--- src/rtl/dcache_pkg.sv ---
// Shared types and geometry for the direct-mapped data cache.
// 8 lines x 4 bytes: 3-bit tag, 3-bit index, 2-bit offset.
package dcache_pkg;

  localparam int TAG_W = 3;
  localparam int IDX_W = 3;
  localparam int OFF_W = 2;
  localparam int BLK_W = 32;
  localparam int LINES = 8;

  typedef enum logic [1:0] {
    IDLE      = 2'd0,
    MEM_WRITE = 2'd1,
    MEM_READ  = 2'd2
  } state_t;

endpackage

--- src/rtl/dcache_ctrl_fsm.sv ---
// Cache controller: sequences write-back and refill transfers and
// produces the stall plus the strobes that update the line arrays.
module dcache_ctrl_fsm
  import dcache_pkg::*;
(
  input  logic clk,
  input  logic reset,
  input  logic read,
  input  logic write,
  input  logic hit,
  input  logic line_dirty,
  input  logic mem_busywait,
  output logic busywait,
  output logic mem_read,
  output logic mem_write,
  output logic refill_en,
  output logic wb_done,
  output logic write_en
);

  state_t state, next_state;

  always_ff @(posedge clk) begin
    if (reset) state <= IDLE;
    else       state <= next_state;
  end

  // A miss on a dirty line must write the old block back before refilling.
  always_comb begin
    next_state = state;
    unique case (state)
      IDLE: begin
        if ((read || write) && !hit)
          next_state = line_dirty ? MEM_WRITE : MEM_READ;
      end
      MEM_WRITE: if (!mem_busywait) next_state = MEM_READ;
      MEM_READ:  if (!mem_busywait) next_state = IDLE;
      default:   next_state = IDLE;
    endcase
  end

  always_comb begin
    busywait  = (read || write) && !(state == IDLE && hit);
    mem_read  = (state == MEM_READ);
    mem_write = (state == MEM_WRITE);
    refill_en = (state == MEM_READ) && !mem_busywait;
    wb_done   = (state == MEM_WRITE) && !mem_busywait;
    write_en  = (state == IDLE) && hit && write;
  end

endmodule

--- src/rtl/dcache.sv ---
// Direct-mapped, write-back, write-allocate data cache between the CPU
// byte interface and a block-wide data memory.
module dcache
  import dcache_pkg::*;
(
  output logic        BUSYWAIT,
  input  logic        READ,
  input  logic        WRITE,
  input  logic [7:0]  WRITEDATA,
  output logic [7:0]  READDATA,
  input  logic [7:0]  ADDRESS,
  input  logic [31:0] PC,
  input  logic        RESET,
  input  logic        CLK,
  input  logic        mem_busywait,
  output logic        mem_read,
  output logic        mem_write,
  output logic [31:0] mem_writedata,
  input  logic [31:0] mem_readdata,
  output logic [5:0]  mem_address
);

  logic [LINES-1:0] valid;
  logic [LINES-1:0] dirty;
  logic [TAG_W-1:0] tag  [LINES];
  logic [BLK_W-1:0] data [LINES];

  logic [TAG_W-1:0] addr_tag;
  logic [IDX_W-1:0] idx;
  logic [OFF_W-1:0] off;
  logic             hit;
  logic             refill_en;
  logic             wb_done;
  logic             write_en;
  logic             unused_pc;

  assign addr_tag  = ADDRESS[7:5];
  assign idx       = ADDRESS[4:2];
  assign off       = ADDRESS[1:0];
  assign hit       = valid[idx] && (tag[idx] == addr_tag);
  assign READDATA  = data[idx][{off, 3'b000} +: 8];
  assign unused_pc = ^PC;

  dcache_ctrl_fsm u_ctrl (
    .clk          (CLK),
    .reset        (RESET),
    .read         (READ),
    .write        (WRITE),
    .hit          (hit),
    .line_dirty   (valid[idx] && dirty[idx]),
    .mem_busywait (mem_busywait),
    .busywait     (BUSYWAIT),
    .mem_read     (mem_read),
    .mem_write    (mem_write),
    .refill_en    (refill_en),
    .wb_done      (wb_done),
    .write_en     (write_en)
  );

  // Write-back targets the resident block; refill targets the requested one.
  always_comb begin
    mem_address   = '0;
    mem_writedata = '0;
    if (mem_write) begin
      mem_address   = {tag[idx], idx};
      mem_writedata = data[idx];
    end else if (mem_read) begin
      mem_address = ADDRESS[7:2];
    end
  end

  always_ff @(posedge CLK) begin
    if (RESET) begin
      valid <= '0;
      dirty <= '0;
      for (int i = 0; i < LINES; i++) begin
        tag[i]  <= '0;
        data[i] <= '0;
      end
    end else if (refill_en) begin
      data[idx]  <= mem_readdata;
      tag[idx]   <= addr_tag;
      valid[idx] <= 1'b1;
      dirty[idx] <= 1'b0;
    end else if (wb_done) begin
      dirty[idx] <= 1'b0;
    end else if (write_en) begin
      data[idx][{off, 3'b000} +: 8] <= WRITEDATA;
      dirty[idx]                    <= 1'b1;
    end
  end

endmodule

--- config.mk ---
export PLATFORM = sky130hd
export DESIGN_NAME = dcache
export DESIGN_NICKNAME = d
export VERILOG_FILES = /design/src/rtl/dcache_pkg.sv /design/src/rtl/dcache_ctrl_fsm.sv /design/src/rtl/dcache.sv
export SDC_FILE = /design/constraint.sdc
export NUM_CORES = 1
export LEC_CHECK = 0
export ABC_AREA = 1
export BUFFER_PORTS_ARGS = -buffer_cell sky130_fd_sc_hd__buf_2
export CORE_MARGIN = 2
export CORE_UTILIZATION = 60
export DETAILED_ROUTE_END_ITERATION = 8
export GPL_TIMING_DRIVEN = 1
export PLACE_DENSITY = 0.9
export RECOVER_POWER = 100
export SLEW_MARGIN = 40
export SYNTH_ARGS = -nofsm -noshare
export SYNTH_HDL_FRONTEND = slang
export SYNTH_SLANG_ARGS = --single-unit
--- constraint.sdc ---
create_clock -name CLK -period 8.8 [get_ports CLK]
set_input_delay 1.76 -clock CLK [delete_from_list [all_inputs] [get_ports CLK]]
set_output_delay 1.76 -clock CLK [all_outputs]
set_load 0.05 [all_outputs]
== Word level (Yosys, flattened, before mapping) ==
Memories as Yosys holds them, arrays and structs flattened.
Cells that the tools add are included.
Widths: inputs -> output; s select.

* Register bits after elaboration: 18
* Memory bits (writable): 280
* Output and inout port bits: 49
* Logic and storage cells: 136
* Memories kept: 2

* $add $sub $neg: 1
* Order comparisons: 2
* Equality and inequality tests: 6
* Shifts and indexed selects: 3
* Mux-type cells: 65
* Bitwise gates (word level): 36
* Reduce and logical (&&, ||, !) cells: 18

{| class="wikitable"
|+ Memory list
! name !! depth !! width !! read ports !! clocked after Yosys merged registers in !! wr ports !! RTL line !! text
|-
| data || 8 || 32 || 1 || 0 || 8 || dcache.sv:26 || <nowiki>logic [BLK_W-1:0] data [LINES];</nowiki>
|-
| tag || 8 || 3 || 1 || 0 || 8 || dcache.sv:25 || <nowiki>logic [TAG_W-1:0] tag [LINES];</nowiki>
|}

{| class="wikitable"
|+ Operators with widths
! kind !! number
|-
| $mux 32 || 4
|-
| $mux 1 || 45
|-
| $or 1x1->1 || 32
|-
| $reduce_or 32->1 || 1
|-
| $shift 8x7->32 const A || 1
|-
| $shiftx 32x6->8 || 1
|-
| $shiftx 8x7->32 || 1
|-
| $mux 8 || 3
|-
| $or 8x8->8 || 2
|-
| $mux 6 || 2
|-
| $logic_and 1x1->1 || 9
|-
| $mux 3 || 3
|-
| $and 8x8->8 || 1
|-
| $mux 2 || 4
|-
| $not 8->8 || 1
|-
| $neg 5->7 || 1
|-
| $bmux 1 s3 || 2
|-
| $pmux 2 s3 || 1
|-
| $lt 3x4->1 const B || 1
|-
| $ne 2x2->1 const B || 2
|-
| $demux 1 s3 || 1
|-
| $eq 3x3->1 || 1
|-
| $ge 3x1->1 const B || 1
|-
| $logic_not 1->1 || 3
|-
| 8 further kinds || 8
|}

== Depth between registers and ports, before layout ==
Gate-level depths: netlist (run 1).

* Word-level depth: 13
* Gate-level depth with buffers: 18
* Gate-level depth less buffers: 15

== Hierarchy ==
A second synthesis (run 1) with hierarchy kept.

* Cells, all modules: 1627
* Area, all modules: 15183.3 um^2

{| class="wikitable"
|+ By module, submodules not included
! module !! times used !! cells each !! area each (um^2) !! seq. area each (um^2)
|-
| dcache || 1 || 1597 || 15021.9 || 8728.4
|-
| dcache_ctrl_fsm || 1 || 30 || 161.4 || 40.0
|}

== Least setup slack after synthesis (run 1) ==
Ideal clock, no wire load.

* Path type: input port to output port
* From: input ADDRESS[2]
* To: output READDATA[1]
* Data arrival time: 4069 ps
* Slack: 2971 ps
* Stages: 10
* Cells stage by stage: buf_6 > inv_4 > nand3_2 > inv_1 > clkbuf_1 > clkbuf_1 > a22oi_1 > nand3_1 > o21ai_0 > o21ai_0

* Longest elaborated chain between the ends: 2

{| class="wikitable"
|+ RTL lines
! what !! RTL line !! text
|-
| from (decl) || dcache.sv:11 || <nowiki>input logic [7:0] ADDRESS,</nowiki>
|-
| $mem_v2 8x32 || n/a ||
|-
| $shiftx 32x6->8 || dcache.sv:41 || <nowiki>assign READDATA = data[idx][{off, 3'b000} +: 8];</nowiki>
|-
| to (decl) || dcache.sv:10 || <nowiki>output logic [7:0] READDATA,</nowiki>
|}

No other way between the ends.

== Worst setup path in the final report (run 1) ==
* From: input ADDRESS[2]
* To: output READDATA[7]

Same word-level chain as after synthesis.

==> results of run 1 <==
per-stage QoR:
| stage | hold WS (ps) | worst slack, ps |
|---|---|---|
| 3_3_place_gp | 438 | 2340 |
| 2_1_floorplan | 428 | 2970 |
| 3_5_place_dp | 451 | 2260 |
| 5_1_grt | 491 | 1120 |
| 4_1_cts | 463 | 2210 |
| 6_report | 464 | 1220 |
critical path: stages:
cell	delay (ps)
clkbuf_1	660
inv_4	230
nor2_1	930
clkbuf_1	880
o2bb2ai_1	220
a221oi_1	100
nand3_1	130
o211ai_1	210
nand2_1	200
clkbuf_1	490
flip-flops by register name (all words and copies together) (netlist names), named ones only:
name and cells:
valid 8, data 256, u_ctrl.state 2, tag 24
cells in the final DEF, fill, tap and decap left out, types with 2 or more instances in the layout:
cell and n:
clkinv_1 11, buf_2 59, nand3_1 85, edfxtp_1 280, nand2_1 340, o22ai_1 3, a22oi_1 13, clkinv_2 5
inv_4 3, a31oi_1 3, bufinv_16 2, nand3_2 3, a21oi_1 24, a221oi_1 41, dfxtp_1 18, a22o_1 36
clkbuf_1 53, inv_1 104, clkbuf_16 30, clkbuf_8 5, nor2_1 328, ha_1 5, nand4_1 23, buf_4 7
o211ai_1 5, nor2_2 5, nand2_2 3, o2bb2ai_1 10, o21ai_0 24, inv_2 3
cell families (layout without fill, tap and decap cells):
| kind of cell | count (synthesis) | after routing | synth area share (%) |
|---|---|---|---|
| flops | 298 | 298 | 61.1 |
| fa+ha+maj | 5 | 5 | 0.436 |
| simple gates | 792 | 792 | 25.1 |
| compound gates | 163 | 163 | 8.42 |
| buf+inv | 174 | 284 | 4.93 |
| other cells | 0 | 1 | 0 |
layout make-up:
cell class	count	area, um^2	area share (%)
inverters	116	443	2.84
multi-input cells	960	4470	28.7
well taps	319	399	2.56
clock inverters	14	129	0.827
flip-flops and latches	298	8770	56.3
clock buffers	41	842	5.40
repair buffers	113	524	3.36
diodes	1	2.50	0.0161
metal layers:
layer | share of wire (%) | track usage, % | wire, um
met5 | 0 | 0 | 0
met4 | 4.9 | 13.7 | 1940
met3 | 15 | 7.00 | 5900
met2 | 47 | 51.0 | 18400
met1 | 34 | 42.1 | 13300
worst max path at each step:
stage,endpoint,from,slack [ps],depth (start not counted)
after global placement,READDATA[4],ADDRESS[3],2340,11
after floorplan,READDATA[1],ADDRESS[2],2970,10
after global routing,READDATA[1],ADDRESS[2],1120,10
after CTS,READDATA[4],ADDRESS[3],2210,11
final,READDATA[7],ADDRESS[2],1220,10
after detailed placement,READDATA[4],ADDRESS[3],2260,11
where the power goes:
| part | internal [mW] | switching [mW] | total, mW |
|---|---|---|---|
| registers | 1.60 | 0.0182 | 1.62 |
| clock network | 0.725 | 0.536 | 1.26 |
| logic | 0.0709 | 0.285 | 0.355 |
| total | 2.40 | 0.839 | 3.24 |
==> results by group, run 1 <==
Clocking
  • Clock Latency Late Sink: about 570 ps
  • Post-CTS setup buffer count: 0
  • CTS Buf Count: 30
  • Max Buffers Root-to-Sink: 3
  • H-tree Lvls: 1
  • CTS tree: built
  • # resized after CTS: 0
  • Clock sink total: slightly below 300
  • Hold_buf cts: 0
  • Clock Tree Root: clkbuf_16
  • CTS clk-pin slew, worst paths: 60 ps

Setup path
  • Worst Setup End Kind: output port
  • Reg2reg setup slack: about 5000 ps
  • Critical path required time: ~7000 ps
  • Setup CP Type: primary input to output port
  • Crit path DAT: roughly 5800 ps
  • Startpoint Class: primary input
  • Crit-path max FO: 20
  • FF-to-FF End: data[0][18]$_SDFFCE_PN0P_
  • R2R cell count: 11
  • Worst reg2reg path startpoint: u_ctrl.state[0]$_SDFFE_PP0P_

Die
  • Starting Density: between 60% and 70%
  • # IOs: around 130
  • Die extent in x: around 160 um
  • Row count: 56
  • Core box area: 23500 um^2
  • Total Die Area: ~25000 um^2
  • Die Ht: 159 um

Cells and area
  • Final nets: about 1600
  • Fillers: 1667
  • Layout Utilization: roughly two thirds
  • Post-route cell area: roughly 16000 um^2
  • Area delta synth->final: 8.66%
  • Share of layout cells above drive strength 1: between 8 and 9%
  • Final std cells w/o fill: 1862

Timing
  • Worst-Margin Slew: ~1700 ps
  • Crit path time final: between 7000 and 8000 ps
  • RSZ-0062 raised after global routing: no
  • Final hold vios: 0
  • Worst slew margin: -13.6%
  • Final period util: 86.2%
  • Final setup fails: 0
  • Clock skew: 26.0 ps
  • Setup TNS Final: 0 ps
  • Highest clock rate: ~130 MHz
  • Max-slew violations: 41

Global routing
  • Gr usage total: about a third
  • Grt ovf: 0
  • Global-route wire length before repair: 59900 um
  • Vias in the first global route: about 11000
  • Largest net degree at the start of global routing: 43
  • Initial antenna violation count: 1

Synth
  • Most numerous cell in the Yosys netlist: nor2_1
  • Synth top area share: between 50% and 60%
  • Main synth FF type: edfxtp_1
  • Commonest cells in the synthesized netlist: 326 x nor2_1, 301 x nand2_1, 280 x edfxtp_1
  • Yosys warnings: 0
  • Cells after Synth: about 1400
  • Mapped cell area: approximately 14000 um^2
  • Synth area leaders: edfxtp_1 59%, nor2_1 8.5%, nand2_1 7.9%, nand3_1 2.9%, inv_1 2.7%
  • Avg Inst Size Synth: around 10 um^2
  • Sequential area share after synthesis: between 60% and 70%
  • Yosys cell types: 41
  • Async set or reset register ratio after synthesis: 0%
  • Post-synth top area cell: edfxtp_1
  • Post-synth EDFFs: 280
  • Syn nets: ~1500
  • #FFs+latches synth: 298

Detailed routing
  • Average routed wire per standard cell: 21.3 um
  • DRC Markers: 0
  • First-pass iteration count of the detailed router: 6
  • Total number of vias: around 12000
  • First-iteration detailed-routing DRC count: roughly 1900
  • Drt total wl: 39600 um
  • Vias per cell: around 6.4
  • Routed Antenna Nets: 0

Worst hold path
  • Hold Crit Class: flip-flop to flip-flop
  • Hold_sp: valid[1]$_SDFFE_PP0P_
  • Min-Delay Path Depth: 2
  • Hold Path Sink: valid[1]$_SDFFE_PP0P_

Placed design
  • Cells after DPL: roughly 1800
  • Port bufs: slightly above 100
  • Placer congestion estimate: 0.970
  • HPWL after DPL: between 20000 and 30000 um
  • Dpl cell area: 15100 um^2

Run status
  • Status: finished, violations left
  • Failing checks: capacitance limit, slew limit

Pwr
  • Lkg Pwr: 6.30 nW
  • Power, Total: approximately 3.2 mW
  • Pwr dens: roughly 210 nW/um^2
  • Worst vdd ir: roughly 220 uV

Job
  • Max_cap viols: 1
(Power assumes the default switching activity.)
==> inputs of run 2 (changes only) <==
--- a/config.mk
+++ b/config.mk
@@ -11,7 +11,7 @@
 export CORE_UTILIZATION = 60
 export DETAILED_ROUTE_END_ITERATION = 8
 export GPL_TIMING_DRIVEN = 1
-export PLACE_DENSITY = 0.9
+export PLACE_DENSITY = 0.8
 export RECOVER_POWER = 100
 export SLEW_MARGIN = 40
 export SYNTH_ARGS = -nofsm -noshare
==> run 2 against run 1 <==
Effect of this change:
- the flow still finishes with violations (capacitance limit, slew limit)
- via count is 4.1% lower
- core utilization is 0.19 points lower
- critical path depth stayed put
- non-clock buffer count is 1 lower
- sequential power hardly changed
- largest cell class unchanged
==> results by group, run 2 (same netlist as run 1, synthesis figures left out) <==
Setup path
  • Startpoint Class: primary input
  • Crit path DAT: 5840 ps (+20 ps)
  • Crit-path max FO: 24 (+20%)
  • Setup CP Type: primary input to output port
  • Critical path required time: 7040 ps (about the same)
  • Worst path cell trace: buf_2 > inv_4 > nand3_1 > inv_1 > clkbuf_1 > a221oi_1 > nand3_1 > nand2_1 > o21ai_0 > clkbuf_1
  • Worst Setup End Kind: output port
  • CP max stage cell: clkbuf_1
  • Largest stage delay, worst path: 1150 ps (+220 ps)

Timing
  • Highest clock rate: 132 MHz (-0.22%)
  • Worst-Margin Slew: 1720 ps (+17.7 ps)
  • Final hold vios: 0 (unchanged)
  • Crit path time final: 7600 ps (+16.6 ps)
  • Final setup fails: 0 (unchanged)
  • Worst slew margin: -14.8% (-1.2 points)
  • RSZ-0062 raised after global routing: no
  • Max-slew violations: 110 (+170%)
  • Clock skew: 10.3 ps (-15.7 ps)
  • Final period util: 86.4% (+0.19 points)
  • Setup TNS Final: 0 ps (unchanged)

Detailed routing
  • Routed Antenna Nets: 0 (unchanged)
  • Average routed wire per standard cell: 21.2 um (-0.56%)
  • Vias per cell: 6.10 (-4.0%)
  • First-pass iteration count of the detailed router: 8 (+2)
  • First-iteration detailed-routing DRC count: 1663 (-14%)
  • Drt total wl: 39400 um (-0.66%)
  • Total number of vias: 11300 (-4.1%)
  • DRC Markers: 0 (unchanged)

Die
  • Row count: 56 (unchanged)
  • Starting Density: 61.1% (unchanged)
  • Total Die Area: 25200 um^2 (unchanged)
  • Core box area: 23500 um^2 (unchanged)
  • # IOs: 134 (unchanged)
  • Die extent in x: 159 um (unchanged)
  • Die Ht: 159 um (unchanged)

Cells and area
  • Multi-input gate area: 4470 um^2 (unchanged)
  • Leading cell type in the layout, fill and taps excluded: nand2_1
  • Ant. Diodes: 0 (-1)
  • Final std cells w/o fill: 1860 (-0.11%)
  • Max reg flops: 256 (unchanged)
  • Biggest registers after layout: data: 256 flops, tag: 24 flops, valid: 8 flops
  • Area delta synth->final: 8.34%
  • Biggest register: data
  • Commonest cells after routing, fill and taps aside: 340 x nand2_1, 328 x nor2_1, 280 x edfxtp_1, 104 x inv_1, 85 x nand3_1
  • Register area: 8770 um^2 (unchanged)
  • Fillers: 1843 (+11%)
  • Final nets: 1609 (unchanged)
  • Share of layout cells above drive strength 1: 7.92% (-0.51 points)

Clocking
  • H-tree Lvls: 1 (unchanged)
  • Clock Tree Root: clkbuf_16
  • CTS clk-pin slew, worst paths: 60 ps (about the same)
  • # resized after CTS: 0 (unchanged)
  • Clock Latency Late Sink: 560 ps (about the same)
  • Post-CTS setup buffer count: 0 (unchanged)
  • CTS Buf Count: 31 (+3.3%)
  • Hold_buf cts: 0 (unchanged)
  • CTS tree: built
  • Clock sink total: 298 (unchanged)
  • Max Buffers Root-to-Sink: 3 (unchanged)

Pwr
  • Switching portion of total power: 25.6% (-0.28 points)
  • Worst vdd ir: 183 uV (-17%)
  • Int Pwr: 2.38 mW (-0.76%)
  • Net Sw Power: 0.820 mW (-2.2%)
  • Pwr dens: 206 nW/um^2 (-0.84%)
  • Clock power frac: 38.3% (-0.7 points)
  • Register share of total power: 50.6% (+0.5 points)
  • Part of the power in combinational logic: 11.1% (about the same)
  • Lkg Pwr: 6.26 nW (-0.60%)

Job
  • Max_cap viols: 4 (+3)

Placed design
  • Placer congestion estimate: 0.959 (-1.0%)
  • Port bufs: 101 (unchanged)
  • Cells after DPL: 1805 (-0.055%)
  • HPWL after DPL: 26100 um (+0.95%)

Global routing
  • Initial antenna violation count: 0 (-1)
  • Global-route wire length before repair: 58900 um (-1.6%)
  • Gr usage total: 31.5% (-0.28 points)
  • Grt ovf: 0 (unchanged)
  • Largest net degree at the start of global routing: 42 (-2.3%)
  • Vias in the first global route: 10800 (-1.8%)

Worst hold path
  • Hold Crit Class: flip-flop to flip-flop

Run status
  • Status: finished, violations left
  • Failing checks: capacitance limit, slew limit
## run 2: critical path, delay by kind of cell
family                 cells  cell delay [ps]
buffers and inverters      5             2740
AO/OA/AOI/OAI              2              740
AND/OR/NAND/NOR            3              560
## run 2: per-layer routing
layer	part of all wire [%]	global-route usage, %	vias to the layer above
met5	0	0	-
met4	4.0	12.7	0
met3	13	6.75	116
met2	46	50.4	831
met1	36	42.4	5294
li1	-	-	5101
## run 2: path summary, 6_finish.rpt
| path | from | to | slack, ps | cells after the start |
|---|---|---|---|---|
| min reg2reg | valid[5]$_SDFFE_PP0P_ | valid[5]$_SDFFE_PP0P_ | 460 | 2 |
| max | ADDRESS[2] | READDATA[0] | 1200 | 10 |
| max reg2reg | u_ctrl.state[1]$_SDFFE_PP0P_ | data[2][11]$_SDFFCE_PN0P_ | 4760 | 11 |
| min | valid[5]$_SDFFE_PP0P_ | valid[5]$_SDFFE_PP0P_ | 460 | 2 |
## run 2: per-stage QoR
| step | cell area [um^2] | hold WS (ps) | util [%] | setup slack [ps] | power [mW] |
|---|---|---|---|---|---|
| floorplan | 14300 | 428 | - | 2970 | 1.90 |
| global placement | 15100 | 441 | 64.2 | 2400 | 2.00 |
| detailed placement | 15100 | 448 | 64.2 | 2330 | 2.01 |
| CTS | 16000 | 458 | 68.2 | 2320 | 3.21 |
| global route | 15500 | 481 | 66.2 | 1130 | 3.27 |
| finish | 15500 | 460 | 66.2 | 1200 | 3.20 |
## run 2: cell type report
cell class | instances | area share [%]
Inverter | 116 | 2.83
Clock inverter | 8 | 0.395
Sequential cell | 298 | 56.4
Timing Repair Buffer | 112 | 3.33
Clock buffer | 47 | 5.64
Tap cell | 319 | 2.57
Multi-Input combinational cell | 960 | 28.8
## run 2: power by group through the flow
stage          registers, mW  clock network (mW)  logic [mW]
2_1_floorplan           1.64                   0       0.253
6_report                1.62                1.23       0.354
5_1_grt                 1.62                1.27       0.376
4_1_cts                 1.62                1.22       0.368
3_5_place_dp            1.65                   0       0.366
3_3_place_gp            1.65                   0       0.359
